--- src/rtl/seg7_scan_driver.sv ---
// rtl/seg7_scan_driver.sv - multiplexed 7-segment scan driver with tear-free load, blanking and PWM
//
// Purpose: latches NUM_DIGITS hex digit codes and decimal points at frame
// boundaries and scans them onto one common 7-segment bus, one digit slot of
// SCAN_DIV cycles at a time, with optional leading-zero blanking and 4-bit PWM
// brightness. All display outputs are registered (one cycle latency).
//
// Ports:
//   clk         system clock
//   rst_n       synchronous reset, active-low
//   digits_in   digit codes, [3:0] = digit 0 (rightmost)
//   dp_in       decimal point per digit, 1 = lit
//   load        1-cycle strobe sampling digits_in/dp_in into the pending buffer
//   lz_blank    1 = blank leading zeros (digit 0 never blanked, dp never blanked)
//   brightness  0 = dark .. 15 = full on
//   seg         segments {g,f,e,d,c,b,a}, active-high
//   dp          decimal point of the current digit, active-high
//   dig_en      one-hot digit enable, active-high
//   frame_done  1-cycle pulse the cycle after the last slot of a frame ends
module seg7_scan_driver #(
  parameter int NUM_DIGITS = 4,
  parameter int SCAN_DIV   = 10000
) (
  input  logic                    clk,
  input  logic                    rst_n,
  input  logic [4*NUM_DIGITS-1:0] digits_in,
  input  logic [NUM_DIGITS-1:0]   dp_in,
  input  logic                    load,
  input  logic                    lz_blank,
  input  logic [3:0]              brightness,
  output logic [6:0]              seg,
  output logic                    dp,
  output logic [NUM_DIGITS-1:0]   dig_en,
  output logic                    frame_done
);

  localparam int IDX_W = (NUM_DIGITS > 1) ? $clog2(NUM_DIGITS) : 1;
  localparam int CNT_W = $clog2(SCAN_DIV);
  localparam int DW    = 4 * NUM_DIGITS;

  logic [CNT_W-1:0]      slot_cnt;
  logic [3:0]            pwm_cnt;
  logic [IDX_W-1:0]      idx;

  logic [DW-1:0]         pend_digits;
  logic [NUM_DIGITS-1:0] pend_dp;
  logic                  pending_valid;
  logic [DW-1:0]         act_digits;
  logic [NUM_DIGITS-1:0] act_dp;

  logic                  slot_end;
  logic                  fb;
  logic                  pwm_on;
  logic [3:0]            cur_digit;
  logic [DW-1:0]         digits_from_idx;
  logic                  blank;
  logic [6:0]            seg_nxt;
  logic                  dp_nxt;
  logic [NUM_DIGITS-1:0] dig_en_nxt;

  function automatic logic [6:0] seg7_decode(input logic [3:0] d);
    case (d)
      4'h0: seg7_decode = 7'h3F;
      4'h1: seg7_decode = 7'h06;
      4'h2: seg7_decode = 7'h5B;
      4'h3: seg7_decode = 7'h4F;
      4'h4: seg7_decode = 7'h66;
      4'h5: seg7_decode = 7'h6D;
      4'h6: seg7_decode = 7'h7D;
      4'h7: seg7_decode = 7'h07;
      4'h8: seg7_decode = 7'h7F;
      4'h9: seg7_decode = 7'h6F;
      4'hA: seg7_decode = 7'h77;
      4'hB: seg7_decode = 7'h7C;
      4'hC: seg7_decode = 7'h39;
      4'hD: seg7_decode = 7'h5E;
      4'hE: seg7_decode = 7'h79;
      default: seg7_decode = 7'h71;
    endcase
  endfunction

  always_comb begin
    slot_end = (slot_cnt == CNT_W'(SCAN_DIV - 1));
    fb       = slot_end && (idx == IDX_W'(NUM_DIGITS - 1));
    pwm_on   = (brightness == 4'hF) || (pwm_cnt < brightness);
  end

  // Shifting the active digits down to the current index leaves only this
  // digit and those above it; all-zero means it is a leading zero.
  always_comb begin
    digits_from_idx = act_digits >> (4 * int'(idx));
    cur_digit       = digits_from_idx[3:0];
    blank           = lz_blank && (idx != '0) && (digits_from_idx == '0);
    seg_nxt         = '0;
    dp_nxt          = 1'b0;
    dig_en_nxt      = '0;
    if (pwm_on) begin
      seg_nxt         = blank ? 7'h00 : seg7_decode(cur_digit);
      dp_nxt          = act_dp[idx];
      dig_en_nxt[idx] = 1'b1;
    end
  end

  // Scan timing: slot counter, PWM phase (restarts every slot) and digit index.
  always_ff @(posedge clk) begin
    if (!rst_n) begin
      slot_cnt   <= '0;
      pwm_cnt    <= '0;
      idx        <= '0;
      frame_done <= 1'b0;
    end else begin
      frame_done <= fb;
      if (slot_end) begin
        slot_cnt <= '0;
        pwm_cnt  <= '0;
        idx      <= (idx == IDX_W'(NUM_DIGITS - 1)) ? '0 : idx + IDX_W'(1);
      end else begin
        slot_cnt <= slot_cnt + CNT_W'(1);
        pwm_cnt  <= pwm_cnt + 4'd1;
      end
    end
  end

  // Double buffer: loads land in pending and only reach the displayed copy at
  // a frame boundary; a load coinciding with the boundary bypasses pending.
  always_ff @(posedge clk) begin
    if (!rst_n) begin
      pend_digits   <= '0;
      pend_dp       <= '0;
      pending_valid <= 1'b0;
      act_digits    <= '0;
      act_dp        <= '0;
    end else if (fb) begin
      pending_valid <= 1'b0;
      if (load) begin
        act_digits <= digits_in;
        act_dp     <= dp_in;
      end else if (pending_valid) begin
        act_digits <= pend_digits;
        act_dp     <= pend_dp;
      end
    end else if (load) begin
      pend_digits   <= digits_in;
      pend_dp       <= dp_in;
      pending_valid <= 1'b1;
    end
  end

  always_ff @(posedge clk) begin
    if (!rst_n) begin
      seg    <= '0;
      dp     <= 1'b0;
      dig_en <= '0;
    end else begin
      seg    <= seg_nxt;
      dp     <= dp_nxt;
      dig_en <= dig_en_nxt;
    end
  end

endmodule
--- config.mk ---
export PLATFORM = sky130hd
export DESIGN_NAME = seg7_scan_driver
export DESIGN_NICKNAME = d
export VERILOG_FILES = /design/src/rtl/seg7_scan_driver.sv
export SDC_FILE = /design/constraint.sdc
export NUM_CORES = 1
export LEC_CHECK = 0
export ABC_AREA = 1
export CAP_MARGIN = 25
export CORE_MARGIN = 3
export CORE_UTILIZATION = 51
export DETAILED_ROUTE_END_ITERATION = 16
export GPL_TIMING_DRIVEN = 0
export PLACE_DENSITY = 0.73
export SLEW_MARGIN = 20
export SYNTH_ARGS = -nofsm -noshare
export SYNTH_HDL_FRONTEND = slang
export SYNTH_SLANG_ARGS = --single-unit
--- constraint.sdc ---
create_clock -name clk -period 2.4 [get_ports clk]
set_input_delay 0.72 -clock clk [delete_from_list [all_inputs] [get_ports clk]]
set_output_delay 0.72 -clock clk [all_outputs]
set_load 0.05 [all_outputs]
== After elaboration in Yosys (flattened, before gate mapping) ==
Memories as Yosys holds them, arrays and structs flattened. A register that Yosys moved wholly into a read port is not among the register bits.
Cells that the tools add are included.

* Memories: 1
* Logic and storage cells: 48
* Register bits: 67
* Output and inout port bits: 13
* Memory bits (read-only): 112

* Add/sub/neg operators: 3
* Mux-type cells: 9
* Bitwise logic cells: 3
* Reduce and logical (&&, ||, !) cells: 14
* Magnitude comparators: 3
* Shifts and indexed selects: 1
* Equality and inequality tests: 3

{| class="wikitable"
|+ Memories
! memory !! words !! width !! rd ports !! clocked after memory_dff !! write ports !! line !! source
|-
| (name not given) || 16 || 7 || 1 || 1 || 0 || 62 || <nowiki>case (d)</nowiki>
|}

{| class="wikitable"
|+ Operators with widths
! operator !! count
|-
| two-way mux 16 bit || 2
|-
| zero test 16 bit || 1
|-
| >> shifter 16 x 4 -> 16 bit || 1
|-
| adder 14 x 1 -> 14 bit (second input constant) || 1
|-
| equality test 14 bit (second input constant) || 1
|-
| two-way mux 4 bit || 2
|-
| AND reduction 2 bit || 3
|-
| adder 4 x 1 -> 4 bit (second input constant) || 1
|-
| equality test 4 bit (second input constant) || 1
|-
| logical AND 1 bit || 4
|-
| < comparator 4 bit || 1
|-
| nonzero test 2 bit || 2
|-
| OR reduction 2 bit || 2
|-
| < comparator 2 x 3 -> 1 bit (second input constant) || 1
|-
| NOT 1 bit || 3
|-
| OR reduction 3 bit || 1
|-
| adder 2 x 1 -> 2 bit (second input constant) || 1
|-
| binary-select mux 1 bit (select 2 bit) || 1
|-
| demux 1 bit (select 2 bit) || 1
|-
| equality test 2 bit (second input constant) || 1
|-
| greater-or-equal comparator 2 x 1 -> 1 bit (second input constant) || 1
|-
| two-way mux 1 bit || 2
|-
| two-way mux 2 bit || 1
|-
| logical OR 1 bit || 1
|}

== Logic depth before layout (Yosys ltp) ==
Gate-level depths: netlist (run 1).

* Word-level depth: 4
* Depth in mapped cells: 12
* Mapped depth without buffers: 11

== Worst setup path before layout (run 1) ==
No wires, ideal clock.

* Path type: reg-to-reg
* From: register idx[0]
* To: register seg[3]
* Library setup time: 0.119 ns
* Period minus slack after synthesis: 1.956 ns
* Path slack: 0.444 ns
* Arrival: 1.838 ns
* Required time: 2.281 ns
* Stages on the path, launching flop included: 12
* Cells stage by stage: dfxtp_1 buf_4 buf_2 nand2_1 o21ai_0 o21ai_0 inv_1 ha_1 nand3_1 nand2_1 o21ai_0 nor2_1

* Cells in the longest elaborated chain, start to end: 4
* Elaborated cells on any way between the ends: 6

{| class="wikitable"
|+ Ends and longest elaborated chain
! item !! line !! source
|-
| start, declared || 43 || <nowiki>logic [IDX_W-1:0] idx;</nowiki>
|-
| start signal, assigned || 116 || <nowiki>idx <= (idx == IDX_W'(NUM_DIGITS - 1)) ? '0 : idx + IDX_W'(1);</nowiki>
|-
| >> shifter 16 x 4 -> 16 bit / nonzero test 2 bit (equally long branches) || 91, 93 ||
|-
| zero test 16 bit / logical AND 1 bit (equally long branches) || 93 || <nowiki>blank = lz_blank && (idx != '0) && (digits_from_idx == '0);</nowiki>
|-
| logical AND 1 bit || 93 ||
|-
| OR reduction 3 bit (no source line) || -- ||
|-
| end, declared || 31 || <nowiki>output logic [6:0] seg,</nowiki>
|}

Parallel ways exist; a longest one is shown, timed or not.
A chain may end at the register's enable or synchronous reset.

== Worst setup path in the final report (run 1) ==
* From: register idx[1]
* To: register seg[6]

The elaborated chain is that of the path after synthesis.

==> results of run 1 <==
==> final cells by class <==
| class | count | area [um2] | area share (%) |
|---|---|---|---|
| Sequential cell | 74 | 1480 | 32.7 |
| Inverter | 54 | 205 | 4.53 |
| Multi-Input combinational cell | 376 | 2010 | 44.5 |
| Timing Repair Buffer | 38 | 380 | 8.40 |
| Tap cell | 96 | 120 | 2.65 |
| Buffer | 24 | 129 | 2.85 |
| Clock buffer | 14 | 163 | 3.59 |
| Clock inverter | 2 | 35.0 | 0.774 |
==> final timing paths <==
| check | cells past startpoint | endpoint |
|---|---|---|
| setup / recovery | 11 | seg[6] |
| hold reg to reg | 1 | slot_cnt[0] |
| hold / removal | 1 | slot_cnt[0] |
| setup reg to reg | 11 | seg[6] |
==> routing by layer <==
metal / track usage, % / wire [um] / vias up
li1: - / - / 1770
met1: 24.0 / 3690 / 1491
met2: 35.6 / 3950 / 83
met3: 5.44 / 399 / 16
met4: 6.19 / 157 / 0
met5: 0 / 0 / -
==> cells in the mapped netlist <==
cell,count
a21boi_0,1
a21oi_1,26
a21oi_2,10
buf_1,2
buf_2,10
buf_4,3
buf_6,2
clkbuf_1,7
dfxtp_1,74
ha_1,16
inv_1,50
inv_2,3
inv_4,1
mux2_2,20
nand2_1,125
nand2_2,13
nand3_1,42
nand3_2,4
nand3b_1,2
nand4_1,5
nor2_1,80
nor2_2,3
nor2_4,1
nor3_1,6
nor3b_1,1
nor4_1,1
o211ai_1,1
o21ai_0,7
o21ai_1,2
o21ai_2,1
or2_0,1
or2_2,1
or2_4,1
xnor2_1,2
xor2_1,4
==> layout by cell type (no fill, tap or decap), types with 2 or more instances in the layout <==
master           count
a21oi_1             26
xnor2_1              2
nor2_1              80
nand2_2             14
buf_1                2
buf_6                2
inv_2                4
nand4_1              5
dfxtp_1             74
clkbuf_1            10
clkbuf_8            11
o21ai_1              2
clkdlybuf4s50_1     38
nand2_1            124
a21oi_2             10
o21ai_2              2
buf_2               10
nor2_2               3
nand3_2              4
o21ai_0              6
nor3_1               6
nand3b_1             2
buf_4                3
mux2_2              20
nand3_1             42
ha_1                16
xor2_1               4
inv_1               49
==> kinds of logic after synthesis <==
kind of cell,Yosys count
compound gates,48
xor+xnor,6
fa+ha+maj,16
simple gates,286
flops,74
buf+inv,78
mux,20
==> worst max-delay path, delay by kind of cell (launching register included) <==
family	cells	cell delay (ps)
fa+ha+maj	1	180
buf+inv	3	460
flops	1	560
simple gates	7	910
==> sequential cells by signal, indices dropped and copies added, names as in the netlist <==
signal,count
pend_digits,16
pwm_cnt,4
frame_done,1
dig_en,4
seg,7
act_dp,4
pend_dp,4
act_digits,16
idx,2
slot_cnt,14
dp,1
pending_valid,1
==> per-stage QoR <==
stage | hold WS, ps | cell area [um2] | power, mW
floorplan | 418 | 3820 | 1.48
global placement | 434 | 4320 | 1.57
detailed placement | 451 | 4320 | 1.58
CTS | 463 | 4520 | 2.55
global route | 483 | 4530 | 2.63
finish | 459 | 4530 | 2.52
==> timing repair <==
item,CTS,global route
hold endpoints to repair,0,0
hold buffers,0,0
setup endpoints to repair,4,7
resized for setup,1,3
==> power by group through the flow <==
| stage | clock, mW | sequential, mW | combinational, mW |
|---|---|---|---|
| 6_report | 0.970 | 1.29 | 0.262 |
| 5_1_grt | 1.04 | 1.29 | 0.290 |
| 4_1_cts | 0.998 | 1.29 | 0.265 |
| 3_5_place_dp | 0 | 1.32 | 0.263 |
| 3_3_place_gp | 0 | 1.31 | 0.258 |
| 2_1_floorplan | 0 | 1.35 | 0.128 |
==> out/summary.log, run 1 <==
[setup_path] critical path peak fanout 11
[sta] Tightest Pin Transition 697 ps
[routing] DRC violation total after the first TritonRoute iteration 116
[floorplan] Die Y 92.6 um
[layout] synth-to-layout area growth 18.4%
[placement] Placer Congestion 0.840
[placement] input/output buffers 38
[clock_network] number of post-CTS setup repair buffers 0
[setup_path] sort of element at the start of the critical path flip-flop
[sta] PnR worst setup slack 195 ps
[layout] filler cell count in the final layout 655
[sta] final total negative setup slack 0 ps
[setup_path] launching point of the worst reg2reg path idx[1]
[sta] worst clock skew on the final layout 10.4 ps
[sta] Max Clock Freq 0.454 GHz
[layout] Post-layout nets 621
[routing] aggregate routed wire length 8200 um
[pwr] portion of total power attributed to sequential cells 51.1%
[pwr] switching power total 0.595 mW
[sta] RSZ-0062 raised after global routing no
[routing] drt drc 0
[global_routing] GRT Util Overall 20.3%
[setup_path] CP Class reg -> reg
[pwr] clock share of power 38.5%
[yosys] proportion of synthesized chip area in sequential cells 38.8%
[global_routing] number of antenna violations at the first check in global routing 0
[setup_path] kind of capture point of the worst setup path flip-flop
[sta] number of max-slew violations in the final report 0
[placement] placement-stage worst setup slack -24.7 ps
[pwr] P_int 1.93 mW
[setup_path] CP startpoint idx[1]
[yosys] count of state elements after synthesis 74
[clock_network] maximum level of the CTS H-tree 3
[pwr] PwrDens 557 nW/um2
[yosys] fraction of synthesized cell area in xor and xnor cells 1.37%
[yosys] post-synthesis cell type with the largest combined area dfxtp_1
[clock_network] number of clock buffers inserted by TritonCTS 9
[yosys] cell types occupying the most area after synthesis dfxtp_1 (39%), nand2_1 (12%), nor2_1 (7.9%)
[clock_network] worst-skew pair later-pin latency 350 ps
[sta] worst slew margin relative to its limit 53.5%
[setup_path] slack of the worst reg-to-reg path 200 ps
[routing] via density per instance 4.96
[floorplan] Core Rows 30
[yosys] gate count after technology mapping 528
[floorplan] area of the die 8570 um2
[yosys] total number of yosys warnings 0
[yosys] share of the synthesized area in the top cell type 38.8%
[global_routing] via count of the first global-routing pass 3257
[setup_path] ordered cell list for the critical path inv_2 > buf_2 > nand3_1 > nand2_1 > inv_1 > ha_1 > nand3_1 > nor3_1 > nand3_1 > nand2_2 > nor2_1
[layout] share of layout cells above drive strength 1 15.3%
[setup_path] Critical Path Max Stage Delay 560 ps
[floorplan] overall die width 92.6 um
[global_routing] global-route congestion overflow total 0
[clock_network] maximum count of clock buffers along a single path 2
[run] Max-Cap Viols 0
[hold_path] Worst Hold Launch slot_cnt[0]
[yosys] post-synthesis compound-gate area fraction 7.50%
[clock_network] Sink Count 74
[clock_network] Clock Pin Slew Worst Setup and Hold Paths 70 ps
[floorplan] Starting Density 54.5%
[hold_path] Hold Path Class reg -> reg
[pwr] Leak 2.07 nW
[sta] Setup violations, final 0
[placement] DP HPWL 6080 um
[setup_path] required time of the critical path 2640 ps
[clock_network] root buf cell clkbuf_8
[yosys] mux share of post-synthesis cell area 5.89%
[yosys] total nets after synthesis 572
[yosys] adder-cell share of the synthesized area 5.24%
[yosys] dominant combinational cell family by area after synthesis simple AND/OR/NAND/NOR gates
[yosys] mapped cell area 3820 um2
[clock_network] clock tree from TritonCTS built
[layout] ant diodes 0
[setup_path] worst endpoint data arrival time 2440 ps
[pwr] share of power burned in combinational logic 10.4%
[sta] share of the cycle needed by the critical path after routing 91.9%
[global_routing] global-route wire length before repair 14200 um
[setup_path] slowest CP cell dfxtp_1
[layout] number of non-filler instances in the completed layout 678
[yosys] post-synthesis cell type count 35
[floorplan] area of the core 7020 um2
[layout] Final Core Density 64.5%
[pwr] sw frac 23.6%
[placement] number of placed instances with taps included 662
[routing] number of antenna-violating nets in the routed design 0
[sta] post-route minimum period 2200 ps
[global_routing] largest net degree at the start of global routing 12
[routing] Pre-antenna DRT Iters 4
[pwr] IR drop worst, VDD 360 uV
[routing] vias after detailed routing 3360
[setup_path] Worst path most repeated cell nand3_1
[yosys] mean instance size in the synthesized netlist 7.24 um2
[yosys] post-synthesis share of cell area spent on and, or, nand and nor gates 32.5%
[run_status] run status completed
[sta] number of failing hold endpoints at the final stage 0
[floorplan] number of placed I/O pins 41
[routing] Wirelength per Cell 12.1 um
No activity file was read; power rests on OpenSTA's default activity.
==> run 2: changes to the inputs <==
--- a/config.mk
+++ b/config.mk
@@ -9,8 +9,8 @@
 export CAP_MARGIN = 25
 export CORE_MARGIN = 3
 export CORE_UTILIZATION = 51
+export CTS_BUF_LIST = sky130_fd_sc_hd__clkbuf_8
 export DETAILED_ROUTE_END_ITERATION = 16
-export GPL_TIMING_DRIVEN = 0
 export PLACE_DENSITY = 0.73
 export SLEW_MARGIN = 20
 export SYNTH_ARGS = -nofsm -noshare
==> run 2 against run 1 <==
Compared with the run above: sequential power hardly changed; combinational power is essentially flat; first-iteration DRC count increased by 36%; flip-flop and latch count did not move; largest cell class unchanged; fmax is 0.15% higher; wire length is 5.4% lower; power grew 0.67%; via count decreased by 3.3%; register-to-register slack improved by 240 ps; clock skew down 2.8 ps.
==> out/summary.log, run 2 (synthesized netlist as in run 1, its figures left out) <==
[setup_path] slack of the worst reg-to-reg path 440 ps [+240 ps]
[routing] DRC violation total after the first TritonRoute iteration 158 [+36%]
[layout] share of layout cells above drive strength 1 14.3% [-1.0 points]
[placement] input/output buffers 40 [+5.3%]
[routing] drt drc 0 [unchanged]
[layout] number of non-filler instances in the completed layout 663 [-2.2%]
[hold_path] Hold Path Class reg -> reg
[placement] number of placed instances with taps included 648 [-2.1%]
[sta] Max Clock Freq 0.454 GHz [+0.15%]
[pwr] PwrDens 563 nW/um2 [+1.2%]
[layout] Post-layout nets 607 [-2.3%]
[pwr] sw frac 23.4% [-0.18 points]
[setup_path] number of cells on the critical path 1 [-10]
[sta] number of failing hold endpoints at the final stage 0 [unchanged]
[placement] placement-stage worst setup slack 98.0 ps [+123 ps]
[sta] Tightest Pin Transition 521 ps [-176 ps]
[pwr] share of power burned in combinational logic 10.2% [-0.2 points]
[layout] synth-to-layout area growth 17.8%
[floorplan] number of placed I/O pins 41 [unchanged]
[clock_network] root buf cell clkbuf_8
[placement] Placer Congestion 0.851 [+1.3%]
[clock_network] clock tree from TritonCTS built
[global_routing] global-route congestion overflow total 0 [unchanged]
[routing] via density per instance 4.90 [-1.1%]
[floorplan] area of the core 7020 um2 [unchanged]
[pwr] clock share of power 39.1% [+0.6 points]
[routing] Pre-antenna DRT Iters 4 [unchanged]
[routing] vias after detailed routing 3248 [-3.3%]
[setup_path] Critical Path Max Stage Delay 810 ps [+250 ps]
[run] Max-Cap Viols 0 [unchanged]
[run_status] run status completed
[placement] DP HPWL 5480 um [-9.8%]
[setup_path] critical path peak fanout 1 [-10]
[sta] worst clock skew on the final layout 7.61 ps [-2.77 ps]
[layout] top flop regs act_digits (16), pend_digits (16), slot_cnt (14)
[sta] worst slew margin relative to its limit 65.1% [+12 points]
[clock_network] Clock Pin Slew Worst Setup and Hold Paths 70 ps [about the same]
[sta] post-route minimum period 2200 ps [-3.38 ps]
[global_routing] largest net degree at the start of global routing 42 [+30]
[layout] most common cell after layout, fill and taps aside nand2_1
[floorplan] Core Rows 30 [unchanged]
[global_routing] GRT Util Overall 19.6% [-0.69 points]
[floorplan] overall die width 92.6 um [unchanged]
[routing] number of antenna-violating nets in the routed design 0 [unchanged]
[layout] ant diodes 0 [unchanged]
[setup_path] CP Class reg -> out
[pwr] switching power total 0.594 mW [about the same]
[sta] Setup violations, final 0 [unchanged]
[setup_path] cells on worst reg2reg path 10 [-1]
[pwr] P_int 1.94 mW [+0.90%]
[layout] most frequent cells in the layout nand2_1 (125), nor2_1 (80), dfxtp_1 (73), inv_1 (51), nand3_1 (42)
[sta] number of max-slew violations in the final report 0 [unchanged]
[sta] share of the cycle needed by the critical path after routing 91.7% [-0.14 points]
[sta] RSZ-0062 raised after global routing no
[floorplan] Starting Density 54.5% [unchanged]
[pwr] IR drop worst, VDD 383 uV [+6.4%]
[clock_network] maximum count of clock buffers along a single path 2 [unchanged]
[setup_path] slowest CP cell clkdlybuf4s50_1
[setup_path] worst endpoint data arrival time 1480 ps [-960 ps]
[setup_path] required time of the critical path 1680 ps [-960 ps]
[global_routing] global-route wire length before repair 13500 um [-4.7%]
[clock_network] maximum level of the CTS H-tree 3 [unchanged]
[setup_path] sort of element at the start of the critical path flip-flop
[global_routing] number of antenna violations at the first check in global routing 0 [unchanged]
[setup_path] CP startpoint seg[6]
[setup_path] launching point of the worst reg2reg path idx[0]
[setup_path] destination of the worst register-to-register timing path seg[6]
[setup_path] total buffers and inverters traversed by the critical path 1 [-2]
[routing] Wirelength per Cell 11.7 um [-3.3%]
[setup_path] destination of the critical timing path seg[6]
[routing] aggregate routed wire length 7750 um [-5.4%]
[pwr] Leak 2.06 nW [-0.43%]
[clock_network] number of clock buffers inserted by TritonCTS 9 [unchanged]
[sta] final total negative setup slack 0 ps [unchanged]
[clock_network] worst-skew pair later-pin latency 350 ps [about the same]
[pwr] Design Power 2.54 mW [+0.67%]
[setup_path] ordered cell list for the critical path clkdlybuf4s50_1
[sta] PnR worst setup slack 199 ps [+3.38 ps]
[floorplan] area of the die 8570 um2 [unchanged]
[setup_path] top cell family by delay on the critical path buffers and inverters
[pwr] portion of total power attributed to sequential cells 50.7% [-0.4 points]
[setup_path] kind of capture point of the worst setup path output port
[floorplan] Die Y 92.6 um [unchanged]
[clock_network] Sink Count 74 [unchanged]
[global_routing] via count of the first global-routing pass 3118 [-4.3%]
-- run 2: changes by cell type in the layout (fill, tap and decap cells not counted), sizes merged --
cell | before | now
clkbuf | 21 | 12
clkdlybuf4s50 | 38 | 40
inv | 54 | 55
buf | 17 | 8
-- run 2: layer usage --
metal | track usage (%) | vias up | wire, um
met2 | 33.3 | 61 | 3730
met1 | 23.7 | 1452 | 3590
met4 | 6.81 | 0 | 97
li1 | - | 1727 | -
met3 | 5.36 | 8 | 329
met5 | 0 | - | 0
-- run 2: worst min path at each step --
stage,startpoint,to,slack [ps],depth (start not counted)
after floorplan,slot_cnt[0],slot_cnt[0],420,1
after CTS,pend_digits[12],pend_digits[12],460,2
after global routing,pend_digits[8],pend_digits[8],470,2
final,slot_cnt[0],slot_cnt[0],450,1
after detailed placement,pend_digits[12],pend_digits[12],450,2
after global placement,slot_cnt[0],slot_cnt[0],430,1
-- run 2: power by group through the flow --
| stage | Combinational, mW | Clock (mW) | Sequential (mW) |
|---|---|---|---|
| floorplan | 0.128 | 0 | 1.35 |
| global placement | 0.255 | 0 | 1.31 |
| detailed placement | 0.261 | 0 | 1.32 |
| CTS | 0.263 | 1.02 | 1.29 |
| global route | 0.284 | 1.06 | 1.29 |
| finish | 0.260 | 0.991 | 1.29 |
-- run 2: repair_timing --
item	CTS	global route
hold buffers	0	0
setup buffers	0	0
setup endpoints to repair	0	7
resized for setup	0	1
-- run 2: area by class of cell --
cell class,count,area [um2]
repair buffers,48,485
clock buffers,12,165
inverters,54,205
well taps,96,120
fillers,660,2510
clock inverters,3,38.8
multi-input cells,376,2010
flip-flops and latches,74,1480
-- run 2: metrics by stage --
step | instance area [um2] | hold slack (ps) | utilization [%]
after floorplan | 3820 | 418 | -
after global placement | 4300 | 429 | 61.2
after detailed placement | 4300 | 452 | 61.2
after CTS | 4500 | 464 | 64.2
after global routing | 4500 | 471 | 64.2
final | 4500 | 452 | 64.2
==> run 3: changes to the inputs <==
--- a/config.mk
+++ b/config.mk
@@ -11,6 +11,7 @@
 export CORE_UTILIZATION = 51
 export CTS_BUF_LIST = sky130_fd_sc_hd__clkbuf_8
 export DETAILED_ROUTE_END_ITERATION = 16
+export GPL_TIMING_DRIVEN = 0
 export PLACE_DENSITY = 0.73
 export SLEW_MARGIN = 20
 export SYNTH_ARGS = -nofsm -noshare
==> run 3 against run 2 <==
Compared with the run above: critical path type unchanged; clock power fell by 3.2%; final cell count rose by 2.3%; die area did not move; combinational power barely moved; global-route usage rose by 0.69 points; wire length rose by 5.6%; design area rose by 0.50%; count of clock-buffer cells in the layout fell by 1; largest power group unchanged; critical path depth did not move; critical endpoint is now seg[3]; via count rose by 3.0%.
==> out/summary.log, run 3 (synthesized netlist as in run 1, its figures left out) <==
[run_status] run status completed
[sta] worst clock skew on the final layout 10.7 ps [+3.14 ps]
[pwr] portion of total power attributed to sequential cells 51.3% [+0.6 points]
[global_routing] global-route congestion overflow total 0 [unchanged]
[layout] Final Core Density 64.5% [+0.32 points]
[floorplan] Die Y 92.6 um [unchanged]
[sta] RSZ-0062 raised after global routing no
[routing] aggregate routed wire length 8180 um [+5.6%]
[pwr] P_int 1.91 mW [-1.6%]
[sta] post-route minimum period 2200 ps [+1.95 ps]
[sta] share of the cycle needed by the critical path after routing 91.8% [about the same]
[clock_network] maximum count of clock buffers along a single path 2 [unchanged]
[setup_path] top cell family by delay on the critical path buffers and inverters
[floorplan] Core Rows 30 [unchanged]
[global_routing] via count of the first global-routing pass 3257 [+4.5%]
[sta] worst slew margin relative to its limit 53.7% [-11 points]
[sta] final total negative setup slack 0 ps [unchanged]
[setup_path] total buffers and inverters traversed by the critical path 1 [unchanged]
[global_routing] number of antenna violations at the first check in global routing 0 [unchanged]
[setup_path] sort of element at the start of the critical path flip-flop
[pwr] share of power burned in combinational logic 10.5% [+0.3 points]
[clock_network] Sink Count 74 [unchanged]
[routing] via density per instance 4.94 [+0.74%]
[pwr] Design Power 2.51 mW [-1.1%]
[layout] synth-to-layout area growth 18.4%
[routing] met3 routed wirelength 373 um [+13%]
[sta] Tightest Pin Transition 695 ps [+174 ps]
[clock_network] number of clock buffers inserted by TritonCTS 9 [unchanged]
[routing] Wirelength per Cell 12.1 um [+3.3%]
[routing] metal1 wirelength 3700 um [+3.1%]
[pwr] IR drop worst, VDD 360 uV [-6.0%]
[setup_path] critical path peak fanout 1 [unchanged]
[floorplan] number of placed I/O pins 41 [unchanged]
[placement] Placer Congestion 0.840 [-1.2%]
[clock_network] worst-skew pair later-pin latency 350 ps [about the same]
[layout] Post-layout nets 621 [+2.3%]
[global_routing] global-route wire length before repair 14200 um [+4.9%]
[global_routing] GRT Util Overall 20.3% [+0.69 points]
[setup_path] slowest CP cell clkdlybuf4s50_1
[routing] DRC violation total after the first TritonRoute iteration 114 [-28%]
[routing] drt drc 0 [unchanged]
[floorplan] overall die width 92.6 um [unchanged]
[setup_path] ordered cell list for the critical path clkdlybuf4s50_1
[layout] top flop regs act_digits (16), pend_digits (16), slot_cnt (14)
[setup_path] CP Class reg -> out
[clock_network] hold bufs inserted after CTS 0 [unchanged]
[setup_path] Critical Path Max Stage Delay 800 ps [about the same]
[clock_network] clock tree from TritonCTS built
[placement] DP HPWL 6080 um [+11%]
[routing] Met2 Wirelength 3950 um [+5.8%]
[sta] number of max-slew violations in the final report 0 [unchanged]
[sta] Max Clock Freq 0.454 GHz [about the same]
[layout] most frequent cells in the layout nand2_1 (124), nor2_1 (80), dfxtp_1 (74), inv_1 (52), nand3_1 (42)
[pwr] Leak 2.08 nW [+1.0%]
[routing] number of antenna-violating nets in the routed design 0 [unchanged]
[layout] number of non-filler instances in the completed layout 678 [+2.3%]
[sta] WHS 459 ps [+7.42 ps]
[clock_network] root buf cell clkbuf_8
[layout] share of layout cells above drive strength 1 15.3% [+1.0 points]
[hold_path] Hold Path Class reg -> reg
[pwr] clock share of power 38.2% [-0.9 points]
[pwr] sw frac 23.7% [+0.32 points]
[setup_path] required time of the critical path 1680 ps [about the same]
[layout] ant diodes 0 [unchanged]
[clock_network] Clock Pin Slew Worst Setup and Hold Paths 70 ps [about the same]
[floorplan] Starting Density 54.5% [unchanged]
[sta] Setup violations, final 0 [unchanged]
[run] Max-Cap Viols 0 [unchanged]
[floorplan] area of the core 7020 um2 [unchanged]
[routing] Pre-antenna DRT Iters 4 [unchanged]
[global_routing] largest net degree at the start of global routing 12 [-71%]
[layout] most common cell after layout, fill and taps aside nand2_1
[clock_network] maximum level of the CTS H-tree 3 [unchanged]
[routing] topmost layer with routed signal wires met4
[clock_network] number of post-CTS setup repair buffers 0 [unchanged]
[floorplan] area of the die 8570 um2 [unchanged]
[setup_path] worst endpoint data arrival time 1480 ps [about the same]
[placement] number of placed instances with taps included 662 [+2.2%]
[setup_path] kind of capture point of the worst setup path output port
[routing] vias after detailed routing 3346 [+3.0%]
[layout] filler cell count in the final layout 655 [-0.76%]
[sta] number of failing hold endpoints at the final stage 0 [unchanged]
[pwr] PwrDens 554 nW/um2 [-1.6%]
[placement] input/output buffers 38 [-5.0%]
[pwr] switching power total 0.596 mW [+0.20%]
-- run 3: cell count changes in the layout (fill, tap and decap cells not counted), moves of 2 or more --
cell | previous run | this run
buf_2 | 0 | 10
clkdlybuf4s50_1 | 40 | 38
buf_1 | 0 | 2
buf_6 | 0 | 2
buf_12 | 2 | 0
clkbuf_1 | 0 | 7
buf_4 | 6 | 3
-- run 3: routing by layer --
| layer | vias up | global-route usage (%) |
|---|---|---|
| met3 | 16 | 5.44 |
| met2 | 72 | 35.6 |
| met5 | - | 0 |
| li1 | 1770 | - |
| met1 | 1488 | 24.0 |
| met4 | 0 | 6.19 |
-- run 3: final cells by class --
| cell class | count | area, um2 | area share (%) |
|---|---|---|---|
| buffer | 24 | 129 | 2.85 |
| clock buffer | 11 | 151 | 3.34 |
| clock inverter | 5 | 46.3 | 1.02 |
| inverter | 54 | 205 | 4.53 |
| multi-input combinational | 376 | 2010 | 44.5 |
| sequential | 74 | 1480 | 32.7 |
| tap | 96 | 120 | 2.65 |
| timing repair buffer | 38 | 380 | 8.40 |
-- run 3: what timing repair did --
action,in CTS,in global routing
hold endpoints to repair,0,0
pin swaps,0,0
endpoints found under the setup margin,4,7
gates resized for setup,1,3
-- run 3: stage by stage --
step           setup WS (ps)  cell area [um2]
2_1_floorplan            444             3820
3_3_place_gp            55.2             4320
3_5_place_dp           -24.7             4320
4_1_cts                 99.7             4520
5_1_grt                 1.63             4530
6_report                 197             4530
-- run 3: final timing paths --
kind,depth (start not counted),from,slack [ps],to
worst max register to register,11,idx[1],200,seg[6]
worst max-delay path,1,seg[3],200,seg[3]
worst min register to register,1,slot_cnt[0],460,slot_cnt[0]
worst min-delay path,1,slot_cnt[0],460,slot_cnt[0]
-- run 3: power groups by stage --
stage / registers (mW) / logic [mW] / clock network [mW]
2_1_floorplan: 1.35 / 0.128 / 0
3_3_place_gp: 1.31 / 0.258 / 0
3_5_place_dp: 1.32 / 0.263 / 0
4_1_cts: 1.29 / 0.265 / 0.986
5_1_grt: 1.29 / 0.290 / 1.03
6_report: 1.29 / 0.262 / 0.959
==> edit 1: new RTL, config.mk and constraints of run 1 <==
Reset style: asynchronous (`rst_n`), changed in 3 clocked blocks. Comments in the files are not updated.
--- a/src/rtl/seg7_scan_driver.sv
+++ b/src/rtl/seg7_scan_driver.sv
@@ -103,5 +103,5 @@
 
   // Scan timing: slot counter, PWM phase (restarts every slot) and digit index.
-  always_ff @(posedge clk) begin
+  always_ff @(posedge clk or negedge rst_n) begin
     if (!rst_n) begin
       slot_cnt   <= '0;
@@ -124,5 +124,5 @@
   // Double buffer: loads land in pending and only reach the displayed copy at
   // a frame boundary; a load coinciding with the boundary bypasses pending.
-  always_ff @(posedge clk) begin
+  always_ff @(posedge clk or negedge rst_n) begin
     if (!rst_n) begin
       pend_digits   <= '0;
@@ -147,5 +147,5 @@
   end
 
-  always_ff @(posedge clk) begin
+  always_ff @(posedge clk or negedge rst_n) begin
     if (!rst_n) begin
       seg    <= '0;
Function: differs if rst_n is asserted again (counterexample within 4 cycles, from zero or initial values and one cycle with rst_n low); with rst_n held inactive, the same outputs for 10 cycles.
==> edit 1 against run 1 <==
Maximum frequency hardly changed. Worst setup slack better by 1.4 ps. Final area is 3.1% higher. Die area is 2.3% higher. Power is 0.66% higher. Cell count is 10% lower. Synthesized cell count is 14% lower. Routed wire length is 7.7% lower. Synthesized area is 2.4% higher. Sequential cell count stayed put. Count of clock-buffer cells in the layout is 3 lower. Largest power group unchanged.
==> edit 1: results (changes against run 1) <==
stage;metric;value;unit;change
outcome;status;completed;;
layout;Fillers;628;;-4.1%
synth;ranking of synthesized cells by area;dfrtp_1 (47%), nand2_1 (12%), nand3_1 (5.5%), mux2i_1 (5.1%), ha_1 (4.8%);;
clocking;Max Buffers Root-to-Sink;2;;unchanged
synth;net count after synthesis;495;;-13%
routing;first-pass detailed-route iteration total;4;;unchanged
timing;Slew headroom;66.2;%;+13 points
layout;nets@finish;546;;-12%
clocking;latest clock arrival within the worst-skew pair;350;ps;about the same
critical_path;Worst Setup SP;dig_en[3];;
routing;final WL;7570;um;-7.7%
critical_path;slowest stage delay, CP;790;ps;+230 ps
clocking;total CTS buffers;9;;unchanged
global_routing;initial antenna violation count;0;;unchanged
critical_path;critical path arrival;1480;ps;-960 ps
global_routing;pin count of the biggest net entering global routing;51;;+39
synth;Netlist cell types;31;;-11%
timing;Clock Skew;8.23;ps;-2.15 ps
pwr;Leak;2.41;nW;+16%
global_routing;first-pass GRT wire length;13500;um;-5.1%
critical_path;Critical R2R Capture;seg[6];;
placement;GPL Wtd Cong;0.909;;+8.3%
pwr;peak supply drop;0.354;mV;-1.7%
critical_path;r2r startpoint;idx[0];;
clocking;htree depth;3;;unchanged
synth;Async SR Flop Fraction;100;%;+100 points
clocking;post_cts resized;0;;-1
global_routing;GRT Total Usage;19.5;%;-0.72 points
critical_path;CP delay by family, top;buffers and inverters;;
routing;1st-iter DRT viols;128;;+10%
placement;DP HPWL;5490;um;-9.6%
clocking;CTS root buf;clkbuf_8;;
hold_path;Hold Crit Class;in -> async;;
critical_path;Crit Path Max Fanout;1;;-10
clocking;Post-CTS Setup Inserts;0;;unchanged
critical_path;R2R depth;14;;+3
clocking;clk slew on worst S/H paths;80;ps;
critical_path;CP max stage cell;clkdlybuf4s50_1;;
critical_path;R2R Setup Slk;270;ps;+70 ps
routing;Final ANT Viol Nets;0;;unchanged
synth;Yosys warnings;0;;unchanged
layout;# diodes;0;;unchanged
synth;top post-synthesis cells by count;nand2_1 (120), dfrtp_1 (74), nand3_1 (43), nor2_1 (43), inv_1 (38);;
placement;dpl ws;119;ps;+143 ps
synth;sequential fraction of the synthesis area;47.3;%;+8.5 points
layout;top flop regs;act_digits (16), pend_digits (16), slot_cnt (14);;
pwr;Sw Share;23.0;%;-0.56 points
global_routing;vias in the first global route;2989;;-8.2%
placement;Buffers on Ports;39;;+2.6%
layout;share of post-route cells with drive strength above 1;14.8;%;-0.53 points
routing;Vias/cell;4.98;;+0.49%
==> edit 1: cell types whose count changed in the layout (fill, tap and decap cells not counted), sizes merged, moves of 4 or more <==
cell           run 1  this run
dfxtp             74         0
nand2            138       132
inv               54        44
dfrtp              0        74
o21ai             10        30
nor2              84        43
mux2i              0        20
a21oi             36         6
clkbuf            21        12
xor2               4         8
mux2              20         0
==> edit 1: area by class of cell <==
cell class | instances | area (um^2) | area share (%)
Buffer | 16 | 123 | 2.63
Timing Repair Buffer | 40 | 415 | 8.90
Tap cell | 99 | 124 | 2.65
Clock buffer | 11 | 131 | 2.81
Inverter | 44 | 165 | 3.54
Multi-Input combinational cell | 318 | 1780 | 38.1
Clock inverter | 5 | 78.8 | 1.69
Sequential cell | 74 | 1850 | 39.7
==> edit 1: metal layers <==
| metal | vias to the layer above | wire, um | part of all wire, % | track usage, % |
|---|---|---|---|---|
| li1 | 1549 | - | - | - |
| met1 | 1419 | 3650 | 48 | 26.7 |
| met2 | 48 | 3570 | 47 | 30.3 |
| met3 | 7 | 264 | 3.5 | 4.42 |
| met4 | 0 | 87 | 1.1 | 7.58 |
| met5 | - | 0 | 0 | 0 |
==> edit 1: cell families (layout without fill, tap and decap cells) <==
kind of cell,count (synthesis),count (layout),share of synthesized area [%]
adder cells (fa/ha/maj),15,15,4.79
XOR/XNOR,9,9,2.01
AO/OA/AOI/OAI,36,36,6.52
multiplexers,20,20,5.11
buffers and inverters,60,116,7.35
AND/OR/NAND/NOR,238,238,26.9
flip-flops,74,74,47.3
==> edit 1: power groups by stage <==
stage / Combinational (mW) / Clock (mW) / Sequential, mW
2_1_floorplan: 0.0872 / 0 / 1.33
3_3_place_gp: 0.193 / 0 / 1.32
3_5_place_dp: 0.201 / 0 / 1.32
4_1_cts: 0.202 / 1.07 / 1.29
5_1_grt: 0.222 / 1.14 / 1.30
6_report: 0.198 / 1.05 / 1.29
==> edit 1: per-stage QoR <==
stage | cells | hold WS [ps] | power (mW) | area (um^2) | TNS (ps)
floorplan | 452 | 424 | 1.41 | 3920 | 0
global placement | 590 | 452 | 1.51 | 4430 | -141520
detailed placement | 591 | 457 | 1.52 | 4450 | 0
CTS | 607 | 271 | 2.57 | 4660 | 0
global route | 607 | 267 | 2.66 | 4670 | 0
finish | 607 | 266 | 2.54 | 4670 | 0
==> edit 1: worst max path at each step <==
stage / to / slack [ps]
after global routing: seg[6] / 20
after floorplan: seg[2] / 500
after CTS: seg[6] / 140
after global placement: frame_done / -1920
after detailed placement: dp / 120
final: dig_en[3] / 200
==> edit 2: new RTL, settings of run 1 <==
Made on the original files. The parameter `NUM_DIGITS` goes from 4 to 8.
--- a/src/rtl/seg7_scan_driver.sv
+++ b/src/rtl/seg7_scan_driver.sv
@@ -19,5 +19,5 @@
 //   frame_done  1-cycle pulse the cycle after the last slot of a frame ends
 module seg7_scan_driver #(
-  parameter int NUM_DIGITS = 4,
+  parameter int NUM_DIGITS = 8,
   parameter int SCAN_DIV   = 10000
 ) (
Interface: changed (resized dig_en, digits_in and dp_in); port bits go from 41 to 65. The function was not compared with the original's and may differ.
==> edit 2 against run 1 <==
Global-route usage grew 3.1 points. Power grew 94%. Final area grew 54%. Worst setup slack lost 160 ps. Synthesized cell count grew 41%. Critical path depth shrank 10. Routed wire length grew 72%. Sequential cell count grew 45. Clock skew shrank 3.3 ps. Combinational power grew 50%. Synthesized area grew 45%. Critical path type is now reg -> out. Largest power group is now clock. Highest routed layer unchanged.
==> edit 2: results (changes against run 1) <==
stage;metric;value;unit;change
timing;Clock Skew;7.05;ps;-3.33 ps
placement;GPL Wtd Cong;0.989;;+18%
layout;Inverters;48;;-11%
critical_path;R2R depth;13;;+2
synth;Synth Area in Compound Gates;14.1;%;+6.6 points
pwr;sequential power;2.08;mW;+61%
synth;ranking of synthesized cells by area;dfxtp_1 (43%), nor2_1 (9.6%), mux2i_1 (7.2%), nand2_1 (7.1%), o21ai_0 (4.6%);;
layout;Fillers;943;;+44%
routing;total number of vias;5149;;+53%
critical_path;r2r startpoint;idx[0];;
clocking;latest clock arrival within the worst-skew pair;530;ps;+180 ps
routing;WL met2;6680;um;+69%
global_routing;pin count of the biggest net entering global routing;17;;+5
layout;Signal buffers;102;;+65%
synth;sequential fraction of the synthesis area;42.9;%;+4.1 points
pwr;Clock Power;2.42;mW;+150%
layout;fraction of area in multi-input gates;40.8;%;-3.7 points
clocking;total CTS buffers;17;;+8
critical_path;slowest stage delay, CP;800;ps;+240 ps
synth;adder-cell share of the synthesized area;3.38;%;-1.9 points
clocking;Sink Count;119;;+61%
global_routing;met1 usage;28.3;%;+4.3 points
pwr;net switching power;1.13;mW;+89%
outcome;status;completed;;
synth;xor/xnor share of the synthesized area;0.945;%;-0.43 points
critical_path;Critical R2R Capture;seg[5];;
layout;nets@finish;888;;+43%
critical_path;CP endpoint;frame_done;;
routing;total length of routed met3 wires;648;um;+62%
pwr;peak supply drop;0.341;mV;-5.3%
placement;DP Cell Count;941;;+42%
layout;top flop regs;act_digits (32), pend_digits (32), slot_cnt (14);;
critical_path;CP max stage cell;clkdlybuf4s50_1;;
critical_path;Crit Path Max Fanout;1;;-10
synth;net count after synthesis;805;;+41%
layout;multi-input gates;537;;+43%
global_routing;first-pass GRT wire length;23300;um;+64%
layout;non-clk buf share;11.9;%;+0.61 points
layout;Seq/total area;34.2;%;+1.5 points
critical_path;CP delay by family, top;buffers and inverters;;
global_routing;met3 Use GR;4.71;%;-0.73 points
placement;Buffers on Ports;63;;+66%
placement;DP HPWL;10400;um;+70%
clocking;htree depth;4;;+1
routing;Met1 Wirelength;6380;um;+73%
critical_path;critical path arrival;1650;ps;-790 ps
critical_path;R2R Setup Slk;170;ps;-30 ps
routing;post-DR wirelength/cell;14.5;um;+20%
routing;1st-iter DRT viols;250;;+120%
critical_path;Worst Setup SP;frame_done;;
pwr;Leak;3.04;nW;+47%
## edit 2: cell count changes in the layout (fill, tap and decap cells not counted), moves of 16 or more
cell / run 1 / this run
nor2_1: 80 / 141
mux2_2: 20 / 0
clkbuf_16: 0 / 16
o21ai_1: 2 / 42
clkdlybuf4s50_1: 38 / 63
o21ai_0: 6 / 51
dfxtp_1: 74 / 117
nand2_1: 124 / 103
mux2i_1: 0 / 40
a21oi_1: 26 / 49
## edit 2: metrics by stage
stage	setup WS [ps]	instance area, um^2	util (%)	power, mW	hold WS, ps
floorplan	441	5560	-	2.34	418
global placement	-116	6360	60.8	2.50	423
detailed placement	-151	6360	60.8	2.51	438
CTS	21.8	6930	66.2	4.92	451
global route	3.38	6970	66.6	5.05	484
finish	32.6	6970	66.6	4.89	451
## edit 2: repair_timing
action / 4_1_cts / 5_1_grt
endpoints found under the hold margin: 0 / 0
buffers inserted: 0 / 1
resized for setup: 2 / 11
setup endpoints to repair: 7 / 7
cloned: 0 / 0
pin swaps: 0 / 1
